### src/rtl/lab7_ctrl_pkg.sv
// Shared types and sizing helpers for the accumulate/clear/LED controller.
package lab7_ctrl_pkg;

  typedef enum logic [1:0] {
    IDLE  = 2'd0,
    ACCUM = 2'd1,
    CLEAR = 2'd2,
    HOLD  = 2'd3
  } ctrl_state_t;

  localparam int DEFAULT_DEBOUNCE = 500000;

  // Counter only has to reach DEBOUNCE_CYCLES-1.
  function automatic int cnt_width(input int cycles);
    return $clog2(cycles);
  endfunction

endpackage

### src/rtl/key_debouncer.sv
// Two-flop synchroniser plus counter debounce for one active-low key;
// emits the debounced level and a one-cycle press pulse on its falling edge.
module key_debouncer
  import lab7_ctrl_pkg::*;
#(
  parameter int DEBOUNCE_CYCLES = DEFAULT_DEBOUNCE
) (
  input  logic clk,
  input  logic rst_n,
  input  logic key_n,
  output logic stable_o,
  output logic press_o
);

  localparam int CW = cnt_width(DEBOUNCE_CYCLES);
  localparam logic [CW-1:0] CNT_LAST = CW'(DEBOUNCE_CYCLES - 1);

  logic          sync1_q, sync1_d;
  logic          sync2_q, sync2_d;
  logic          stable_q, stable_d;
  logic [CW-1:0] cnt_q, cnt_d;
  logic          press_q, press_d;

  always_comb begin
    sync1_d  = key_n;
    sync2_d  = sync1_q;
    stable_d = stable_q;
    cnt_d    = '0;
    if (sync2_q != stable_q) begin
      if (cnt_q == CNT_LAST) begin
        stable_d = ~stable_q;
      end else begin
        cnt_d = cnt_q + CW'(1);
      end
    end
    // Registered alongside the stable flop so the pulse lines up with its fall.
    press_d = stable_q & ~stable_d;
  end

  always_ff @(posedge clk) begin
    if (!rst_n) begin
      sync1_q  <= 1'b1;
      sync2_q  <= 1'b1;
      stable_q <= 1'b1;
      cnt_q    <= '0;
      press_q  <= 1'b0;
    end else begin
      sync1_q  <= sync1_d;
      sync2_q  <= sync2_d;
      stable_q <= stable_d;
      cnt_q    <= cnt_d;
      press_q  <= press_d;
    end
  end

  assign stable_o = stable_q;
  assign press_o  = press_q;

endmodule

### src/rtl/accum_led_controller.sv
// Key-driven 8-bit accumulator with sticky carry, CPU load port and LED output;
// key operations take priority over a CPU load landing in their commit cycle.
module accum_led_controller
  import lab7_ctrl_pkg::*;
#(
  parameter int DEBOUNCE_CYCLES = DEFAULT_DEBOUNCE,
  parameter int DATA_W          = 8
) (
  input  logic              clk_clk,
  input  logic              reset_reset_n,
  input  logic              accumulate_key_n,
  input  logic              clear_key_n,
  input  logic [DATA_W-1:0] sw_in,
  input  logic              cpu_load,
  input  logic [DATA_W-1:0] cpu_data,
  output logic [DATA_W-1:0] led_out,
  output logic              overflow,
  output logic              busy,
  output logic              done,
  output ctrl_state_t       dbg_state
);

  logic accum_stable, accum_press;
  logic clear_stable, clear_press;

  key_debouncer #(.DEBOUNCE_CYCLES(DEBOUNCE_CYCLES)) u_accum_key (
    .clk      (clk_clk),
    .rst_n    (reset_reset_n),
    .key_n    (accumulate_key_n),
    .stable_o (accum_stable),
    .press_o  (accum_press)
  );

  key_debouncer #(.DEBOUNCE_CYCLES(DEBOUNCE_CYCLES)) u_clear_key (
    .clk      (clk_clk),
    .rst_n    (reset_reset_n),
    .key_n    (clear_key_n),
    .stable_o (clear_stable),
    .press_o  (clear_press)
  );

  ctrl_state_t       state_q, state_d;
  logic [DATA_W-1:0] sw_meta_q, sw_meta_d;
  logic [DATA_W-1:0] sw_sync_q, sw_sync_d;
  logic [DATA_W-1:0] acc_q, acc_d;
  logic              ovf_q, ovf_d;
  logic              done_q, done_d;
  logic [DATA_W:0]   sum;

  always_comb begin
    sw_meta_d = sw_in;
    sw_sync_d = sw_meta_q;
    state_d   = state_q;
    acc_d     = acc_q;
    ovf_d     = ovf_q;
    done_d    = 1'b0;
    sum       = {1'b0, acc_q} + {1'b0, sw_sync_q};

    case (state_q)
      IDLE: begin
        if (clear_press)      state_d = CLEAR;
        else if (accum_press) state_d = ACCUM;
      end
      ACCUM: begin
        acc_d   = sum[DATA_W-1:0];
        ovf_d   = ovf_q | sum[DATA_W];
        done_d  = 1'b1;
        state_d = HOLD;
      end
      CLEAR: begin
        acc_d   = '0;
        ovf_d   = 1'b0;
        done_d  = 1'b1;
        state_d = HOLD;
      end
      HOLD: begin
        // Wait for a full release so held keys and chords cannot retrigger.
        if (accum_stable && clear_stable) state_d = IDLE;
      end
      default: state_d = IDLE;
    endcase

    if (cpu_load && (state_q != ACCUM) && (state_q != CLEAR)) begin
      acc_d = cpu_data;
      ovf_d = 1'b0;
    end
  end

  always_ff @(posedge clk_clk) begin
    if (!reset_reset_n) begin
      state_q   <= IDLE;
      sw_meta_q <= '0;
      sw_sync_q <= '0;
      acc_q     <= '0;
      ovf_q     <= 1'b0;
      done_q    <= 1'b0;
    end else begin
      state_q   <= state_d;
      sw_meta_q <= sw_meta_d;
      sw_sync_q <= sw_sync_d;
      acc_q     <= acc_d;
      ovf_q     <= ovf_d;
      done_q    <= done_d;
    end
  end

  assign led_out   = acc_q;
  assign overflow  = ovf_q;
  assign done      = done_q;
  assign busy      = (state_q != IDLE);
  assign dbg_state = state_q;

endmodule

### config.mk
export PLATFORM = sky130hd
export DESIGN_NAME = accum_led_controller
export DESIGN_NICKNAME = d
export VERILOG_FILES = /design/src/rtl/lab7_ctrl_pkg.sv /design/src/rtl/key_debouncer.sv /design/src/rtl/accum_led_controller.sv
export SDC_FILE = /design/constraint.sdc
export NUM_CORES = 1
export LEC_CHECK = 0
export CAP_MARGIN = 10
export CORE_UTILIZATION = 56
export DETAILED_ROUTE_END_ITERATION = 10
export PLACE_DENSITY = 0.79
export SLEW_MARGIN = 0
export SYNTH_ARGS = -nofsm -noshare
export SYNTH_HDL_FRONTEND = slang
export SYNTH_SLANG_ARGS = --single-unit
### constraint.sdc
create_clock -name clk_clk -period 2.44 [get_ports clk_clk]
set_clock_uncertainty 0.15 [all_clocks]
set_input_delay 0.488 -clock clk_clk [delete_from_list [all_inputs] [get_ports clk_clk]]
set_output_delay 0.488 -clock clk_clk [all_outputs]
set_load 0.02 [all_outputs]
# Yosys cells after proc, flatten, opt, wreduce, memory -nomap -nowiden
# Cells that the tools add are included.
totals:
  latchBits: 0
  output_inout_bits: 13
  rom_bits: 0
  n_memories: 0
  ff_bits: 74
  ramBits: 0
classes:
  n_bitwise: 10
  eq_ne: 11
  n_lt_le_gt_ge: 0
  mux: 12
  addsub: 3
  n_mul: 0
  n_div: 0
  n_shift: 0
  reduce_logical: 12
ops:
  columns: ["operator", "n"]
  rows:
  - ["adder 19 x 1 -> 19 bit (second input constant)", 2]
  - ["== test 19 bit (second input constant)", 2]
  - ["case mux 8 bit (2 select lines)", 1]
  - ["adder 8 x 8 -> 9 bit", 1]
  - ["2-to-1 mux 8 bit", 1]
  - ["inverter 1 bit", 7]
  - ["2-to-1 mux 2 bit", 3]
  - ["case mux 2 bit (3 select lines)", 1]
  - ["OR reduction 3 bit", 2]
  - ["2-to-1 mux 1 bit", 5]
  - ["== test 2 bit (second input constant)", 2]
  - ["!= test 2 bit (second input constant)", 2]
  - ["nonzero test 2 bit", 2]
  - ["OR reduction 2 bit", 2]
  - ["logical AND 1 bit", 3]
  - ["!= test 3 x 1 -> 1 bit (second input constant)", 1]
  - ["nonzero test 3 bit", 1]
  - ["AND 1 bit", 2]
  - ["== test 2 x 1 -> 1 bit (second input constant)", 1]
  - ["logical NOT 2 bit", 1]
  - ["!= test 1 bit", 2]
  - ["!= test 2 x 1 -> 1 bit (second input constant)", 1]
  - ["case mux 1 bit (2 select lines)", 1]
  - ["AND reduction 2 bit", 1]
  - ["bitwise OR 1 bit", 1]

# Longest topological paths before layout
# Gate-level depths: netlist of the first run.
depth:
  ltp_word: 5
  ltp_mapped: 8
  depth_no_buf: 7

# By module
# A second synthesis of the first run with hierarchy kept.
unflattened:
  cells_unflattened: 353
  area_unflattened_um2: 3306.9
modules_own_cells:
  columns: ["mod", "cells_each", "instances", "seq_area_each_um2", "area_per_inst_um2"]
  rows:
  - ["key_debouncer", 108, 2, 460.4, 985.9]
  - ["accum_led_controller", 137, 1, 560.5, 1335.0]

# Worst setup path before layout of the first run
# No wires, ideal clock.
synth_timing:
  kind: "register -> register"
  from: "register acc_q[0] (netlist: led_out[0])"
  to: "register acc_q[6] (netlist: led_out[6])"
  t_required_ns: 2.198
  period_less_slack_ns: 2.147
  setup_slack_ns: 0.293
  arrival_ns: 1.905
  path_stages_with_launch: 8
  setup_ns: 0.092
  path_buffers: 0
  cell_sequence: "dfxtp_1 ha_1 fa_1 a211oi_1 nor2_1 o311ai_0 nand3_1 o32ai_1"
synth_between:
  elab_chain_cells: 3
synth_rtl:
  columns: ["element", "line", "rtl"]
  rows:
  - ["start: declaration", "accum_led_controller.sv:45", "logic [DATA_W-1:0] acc_q, acc_d;"]
  - ["start signal: assignment", "accum_led_controller.sv:94", "acc_q <= '0;"]
  - ["start signal: assignment", "accum_led_controller.sv:101", "acc_q <= acc_d;"]
  - ["adder 8 x 8 -> 9 bit", "accum_led_controller.sv:57", "sum = {1'b0, acc_q} + {1'b0, sw_sync_q};"]
  - ["case mux 8 bit (2 select lines)", "accum_led_controller.sv:59", "case (state_q)"]
  - ["2-to-1 mux 8 bit", "accum_led_controller.sv:83", "if (cpu_load && (state_q != ACCUM) && (state_q != CLEAR)) begin"]
# No other way between the ends.
# A chain may end at the register's enable or synchronous reset.

# Final worst setup path of the first run
# Same ends and word-level chain as after synthesis.

==> run_results.csv, run 1 <==
group,metric,value,unit
sta,report.final.slew_viol_count,0,
synth,async_flop_share,0,%
global_routing,grt_use_met1,27.7,%
clock_network,clk_pin_slew,0.09,ns
synth,synth_seq_area_share,44.4,%
power_and_ir_drop,leakagePower,1.48,nW
routing,wl_per_cell,13.4,µm
floorplanning,dieArea,6260,µm²
synth,synthCells,357,
global_routing,grt_pass1_vias,2406,
placed_design,portBuffers,33,
final_layout,finish.utilization,70.6,%
setup_path,path_cells,"ha_1, fa_1, a211oi_1, nor2_1, o311ai_1, nand3_1, o32ai_1",
sta,worstMarginPinSlew,0.551,ns
synth,synth_area,3330,µm²
placed_design,dp.final_hpwl,4510,µm
final_layout,instances_no_fill,476,
synth,syn_avg_cell_area,9.34,µm²
setup_path,slowest_delay,0.45,ns
routing,drc,0,
synth,synth_warnings,0,
sta,timing.fmax,456,MHz
clock_network,cts-root-buf,"clkbuf_8",
job,cap_violations,0,
routing,first_pass_iters,4,
synth,syn-num-nets,394,
synth,synth_common_cells,"dfxtp_1 (74), nor2_1 (54), xor2_1 (24)",
clock_network,clk_latency,0.35,ns
clock_network,cts_tree,"yes",
synth,yosysTopAreaCellShare,44.4,%
global_routing,grt-busiest-layer,"met2",
worst_hold_path,hold_class,"reg2reg",
synth,synth.ff_latch_count,74,
power_and_ir_drop,irDropWorstVdd,0.000494,V
setup_path,critPathRequiredTime,2.55,ns
synth,synth_most_common_cell,"dfxtp_1",
setup_path,critPathKind,"reg2reg",
clock_network,clockBufferDepth,2,
synth,yosys-top-cells-area,"dfxtp_1 (44%), xor2_1 (6.3%), nor2_1 (6.1%), ha_1 (5.6%), xnor2_1 (3.9%)",
worst_hold_path,hold_depth,1,
sta,tns,0,ns
setup_path,start_kind,"flop",
sta,hold_ws,0.267,ns
global_routing,overflow,0,
global_routing,grt_first_pass_wirelength,10700,µm
synth,synth-main-ff-cell,"dfxtp_1",
floorplanning,num_io_pins,34,
synth,yosys.area.top_type,"dfxtp_1",
placed_design,placed_area,3750,µm²
floorplanning,fp-row-count,27,
floorplanning,coreArea,5610,µm²
setup_path,endpoint_kind,"flop",
sta,rsz0062_at_grt,"false",
sta,fin_crit_sh,89.9,%
setup_path,path_max_fanout,3,
routing,vias_per_cell,5.42,
routing,ant_nets,0,
status,status,"completed",
floorplanning,die_h,79.2,µm
power_and_ir_drop,p_per_area,816,nW/µm²
global_routing,grt_use_total,22.0,%
sta,relSlewSlack,63.0,%
routing,drtIter0Drc,99,
setup_path,slowest_stage,"fa_1",
final_layout,final_layout_size_suffix_gt1_share,8.66,%
final_layout,final_nets,436,
floorplanning,die_x,79.2,µm
synth,synth_edf_count,0,
setup_path,worst_ep_arrival_time,2.31,ns
setup_path,reg2regPathDepth,7,
clock_network,cts_buffers,9,
synth,synth_cell_type_count,51,
final_layout,diodes,0,
placed_design,dpl.cell_count,460,
routing,via_count,2582,
placed_design,gp_congestion,0.874,
global_routing,grt_max_degree,19,
global_routing,met3_usage,5.40,%
sta,hold_viol,0,
sta,setup_violations,0,
clock_network,cts_sinks,74,
final_layout,fillers,460,
routing,drt_wl_total,6360,µm
clock_network,htree_num_levels,3,
final_layout,area_growth_syn_to_layout,18.8,%
global_routing,antenna_found_initial,0,
clock_network,postCtsSetupRepairBufs,0,
global_routing,gr-usage-met2,34.7,%
floorplanning,start_util,59.4,%
sta,min_period,2.19,ns
final_layout,design_area,3960,µm²
## critical path, delay by kind of cell, from the launching register on
family                   cells  cell delay [ns]
AO/OA/AOI/OAI                3             0.71
adder cells (fa/ha/maj)      2             0.69
flip-flops                   1             0.33
AND/OR/NAND/NOR              2             0.24
## state kept, by name, summed over array words and instances (netlist names), 2 cells and up
signal,cells
sw_meta_q,8
u_clear_key.cnt_q,19
dbg_state,2
led_out,8
u_accum_key.cnt_q,19
sw_sync_q,8
## power by group
group / internal (W) / switching (W)
clock network: 0.000481 / 0.000481
registers: 0.00130 / 0.0000763
logic: 0.000422 / 0.000475
## stage by stage
stage | power, W | setup slack (ns)
after floorplan | 0.00196 | 0.293
after global placement | 0.00227 | 0.289
after detailed placement | 0.00229 | 0.229
after CTS | 0.00326 | 0.0454
after global routing | 0.00341 | 0.0694
final | 0.00323 | 0.246
## cell usage in the layout, fill, tap and decap left out, drive strengths merged, types with 5 or more instances in the layout
cell	n
nand3	19
buf	9
ha	15
nand2	19
a21oi	9
and2	17
nor2b	5
inv	10
nor3	14
clkdlybuf4s50	32
dfxtp	74
o21ai	7
mux2i	5
clkbuf	9
xnor2	15
nor2	54
xor2	24
nand4	10
nand2b	5
a211oi	5
## logic make-up (layout without fill, tap and decap cells)
logic type / Yosys count / in the layout / synth area share [%]
fa+ha+maj: 16 / 16 / 6.23
mux: 6 / 6 / 1.84
simple gates: 166 / 166 / 26.9
buf+inv: 19 / 66 / 2.93
flops: 74 / 74 / 44.4
xor+xnor: 39 / 39 / 10.2
compound gates: 37 / 37 / 7.43
## what timing repair did
action,in CTS,in global routing
resized for setup,1,2
hold buffers,0,0
endpoints found under the setup margin,1,2
## worst paths after layout
kind                                       endpoint  slack, ns                 from
worst max-delay path                     led_out[6]       0.25           led_out[0]
worst min-delay path            u_clear_key.sync2_q       0.27  u_clear_key.sync1_q
worst max register to register           led_out[6]       0.25           led_out[0]
worst min register to register  u_clear_key.sync2_q       0.27  u_clear_key.sync1_q
## cell type report
type                            count  area (µm²)  share of cell area (%)
Timing Repair Buffer               42         400                    10.1
Tap cell                           72        90.1                    2.28
Clock inverter                      7        77.6                    1.96
Multi-Input combinational cell    264        1750                    44.3
Inverter                            8        30.0                   0.759
Clock buffer                        9         124                    3.13
Sequential cell                    74        1480                    37.5
## per-layer routing
layer | wire length [µm] | up-vias
met3 | 320 | 15
li1 | - | 1313
met4 | 157 | 0
met5 | 0 | -
met2 | 2880 | 56
met1 | 3000 | 1198
(Power assumes the default switching activity.)
==> run 2: changes to the inputs <==
Settings changed: PLACE_DENSITY 0.79 to 0.75.
==> run 2 against run 1 <==
Net effect: global-route usage fell by 0.72 points; sequential power barely moved; non-clock buffer count fell by 3; maximum frequency fell by 1.3%; register-to-register slack got worse by 0.03 ns; highest routed layer unchanged; critical path depth did not move; die area did not move; first-iteration DRC count rose by 3.0%; utilization fell by 0.47 points; final area fell by 0.66%.
==> run_results.csv, run 2 (synthesis gave the netlist of run 1 again) <==
group,metric,value,unit
power_and_ir_drop,irDropWorstVdd,0.000566,V
setup_path,slowest_delay,0.44,ns
final_layout,final_cell_mix,"dfxtp_1 (73), nor2_1 (54), clkdlybuf4s50_1 (32), xor2_1 (24)",
sta,layout_setup_ws,0.217,ns
clock_network,clockBufferDepth,2,
final_layout,area_growth_syn_to_layout,18.0,%
sta,fin_crit_sh,91.1,%
sta,min_period,2.22,ns
placed_design,dp.final_hpwl,4350,µm
power_and_ir_drop,leakagePower,1.46,nW
clock_network,clk_pin_slew,0.07,ns
clock_network,ctsHoldBuffers,0,
routing,ant_nets,0,
placed_design,gp_congestion,0.819,
sta,worstMarginPinSlew,0.483,ns
sta,report.final.slew_viol_count,0,
global_routing,grt_use_total,21.3,%
floorplanning,die_x,79.2,µm
clock_network,cts_sinks,74,
final_layout,final_layout_size_suffix_gt1_share,7.23,%
final_layout,multi_input_area,1750,µm²
setup_path,path_max_fanout,3,
global_routing,antenna_found_initial,0,
status,status,"completed",
placed_design,dpl.cell_count,457,
floorplanning,coreArea,5610,µm²
routing,first_pass_iters,4,
final_layout,finish.utilization,70.1,%
final_layout,fillers,475,
placed_design,dp_slack,0.224,ns
floorplanning,die_h,79.2,µm
routing,wl_per_cell,12.7,µm
clock_network,postCtsSetupRepairBufs,0,
setup_path,r2r_start,"led_out[0]",
final_layout,instances_no_fill,473,
clock_network,cts-root-buf,"clkbuf_8",
floorplanning,start_util,59.4,%
final_layout,diodes,0,
sta,hold_viol,0,
worst_hold_path,hold_class,"reg2reg",
sta,timing.fmax,450,MHz
floorplanning,num_io_pins,34,
global_routing,grt_max_degree,19,
setup_path,path_cells,"ha_1, fa_1, a211oi_1, nor2_1, o311ai_0, nand3_1, o32ai_1",
routing,drc,0,
routing,via_count,2494,
setup_path,worst_ep_arrival_time,2.31,ns
routing,vias_per_cell,5.27,
clock_network,clk_latency,0.34,ns
setup_path,slowest_stage,"fa_1",
final_layout,final_nets,433,
floorplanning,fp-row-count,27,
final_layout,final_common_cell,"dfxtp_1",
final_layout,seqCellArea,1480,µm²
final_layout,top_regs,"u_accum_key.cnt_q: 19 flops, u_clear_key.cnt_q: 19 flops",
clock_network,cts_tree,"yes",
power_and_ir_drop,p_total,0.00320,W
sta,setup_violations,0,
placed_design,portBuffers,33,
sta,tns,0,ns
routing,drt_wl_total,6020,µm
global_routing,overflow,0,
floorplanning,dieArea,6260,µm²
global_routing,grt_first_pass_wirelength,10300,µm
clock_network,htree_num_levels,3,
setup_path,critPathKind,"reg2reg",
setup_path,start_kind,"flop",
setup_path,cp-startpoint,"led_out[0]",
routing,drtIter0Drc,102,
worst_hold_path,worstHoldStart,"u_accum_key.sync1_q",
sta,relSlewSlack,67.5,%
global_routing,grt_pass1_vias,2371,
job,cap_violations,0,
setup_path,critPathRequiredTime,2.53,ns
sta,rsz0062_at_grt,"false",
clock_network,cts_buffers,9,
setup_path,endpoint_kind,"flop",
power_and_ir_drop,p_per_area,813,nW/µm²
-- run 2: cell count changes in the layout (fill, tap and decap cells not counted), sizes merged --
cell      delta
buf          -3
clkbuf       +5
clkinv       -2
clkinvlp     -1
inv          -2
-- run 2: cell type report --
type	instances	share of cell area (%)
timing repair buffer	39	9.61
multi-input combinational	264	44.6
clock inverter	2	0.891
tap	72	2.29
sequential	74	37.7
clock buffer	14	4.14
inverter	8	0.764
-- run 2: layer usage --
metal / wire length [µm] / vias up / global-route usage [%] / share of wire, %
met5: 0 / - / 0 / 0
met4: 66 / 0 / 9.27 / 1.1
met3: 214 / 8 / 4.48 / 3.6
met2: 2730 / 42 / 33.4 / 45
met1: 3010 / 1144 / 28.1 / 50
li1: - / 1300 / - / -
-- run 2: critical path, delay by kind of cell, from the launching register on --
family / cells / cell delay [ns]
AO/OA/AOI/OAI: 3 / 0.74
adder cells (fa/ha/maj): 2 / 0.69
AND/OR/NAND/NOR: 2 / 0.22
flip-flops: 1 / 0.33
-- run 2: repair_timing --
item / CTS / global route
resized for setup: 0 / 2
setup endpoints to repair: 0 / 1
hold endpoints to repair: 0 / 0
-- run 2: power by group --
group	switching [W]	total (W)	internal [W]
Clock	0.000415	0.000944	0.000529
Sequential	0.0000733	0.00137	0.00130
Combinational	0.000463	0.000883	0.000420
Total	0.000952	0.00320	0.00225
-- run 2: worst paths after layout --
kind         slack (ns)  depth (start not counted)                  end
max reg2reg        0.22                          7           led_out[6]
min                0.26                          1  u_accum_key.sync2_q
min reg2reg        0.26                          1  u_accum_key.sync2_q
max                0.22                          7           led_out[6]
-- run 2: through the flow --
stage               hold slack, ns  instance area (µm²)
detailed placement           0.242                 3730
global placement             0.242                 3730
global route                 0.290                 3930
finish                       0.260                 3930
CTS                          0.259                 3930
floorplan                    0.236                 3330
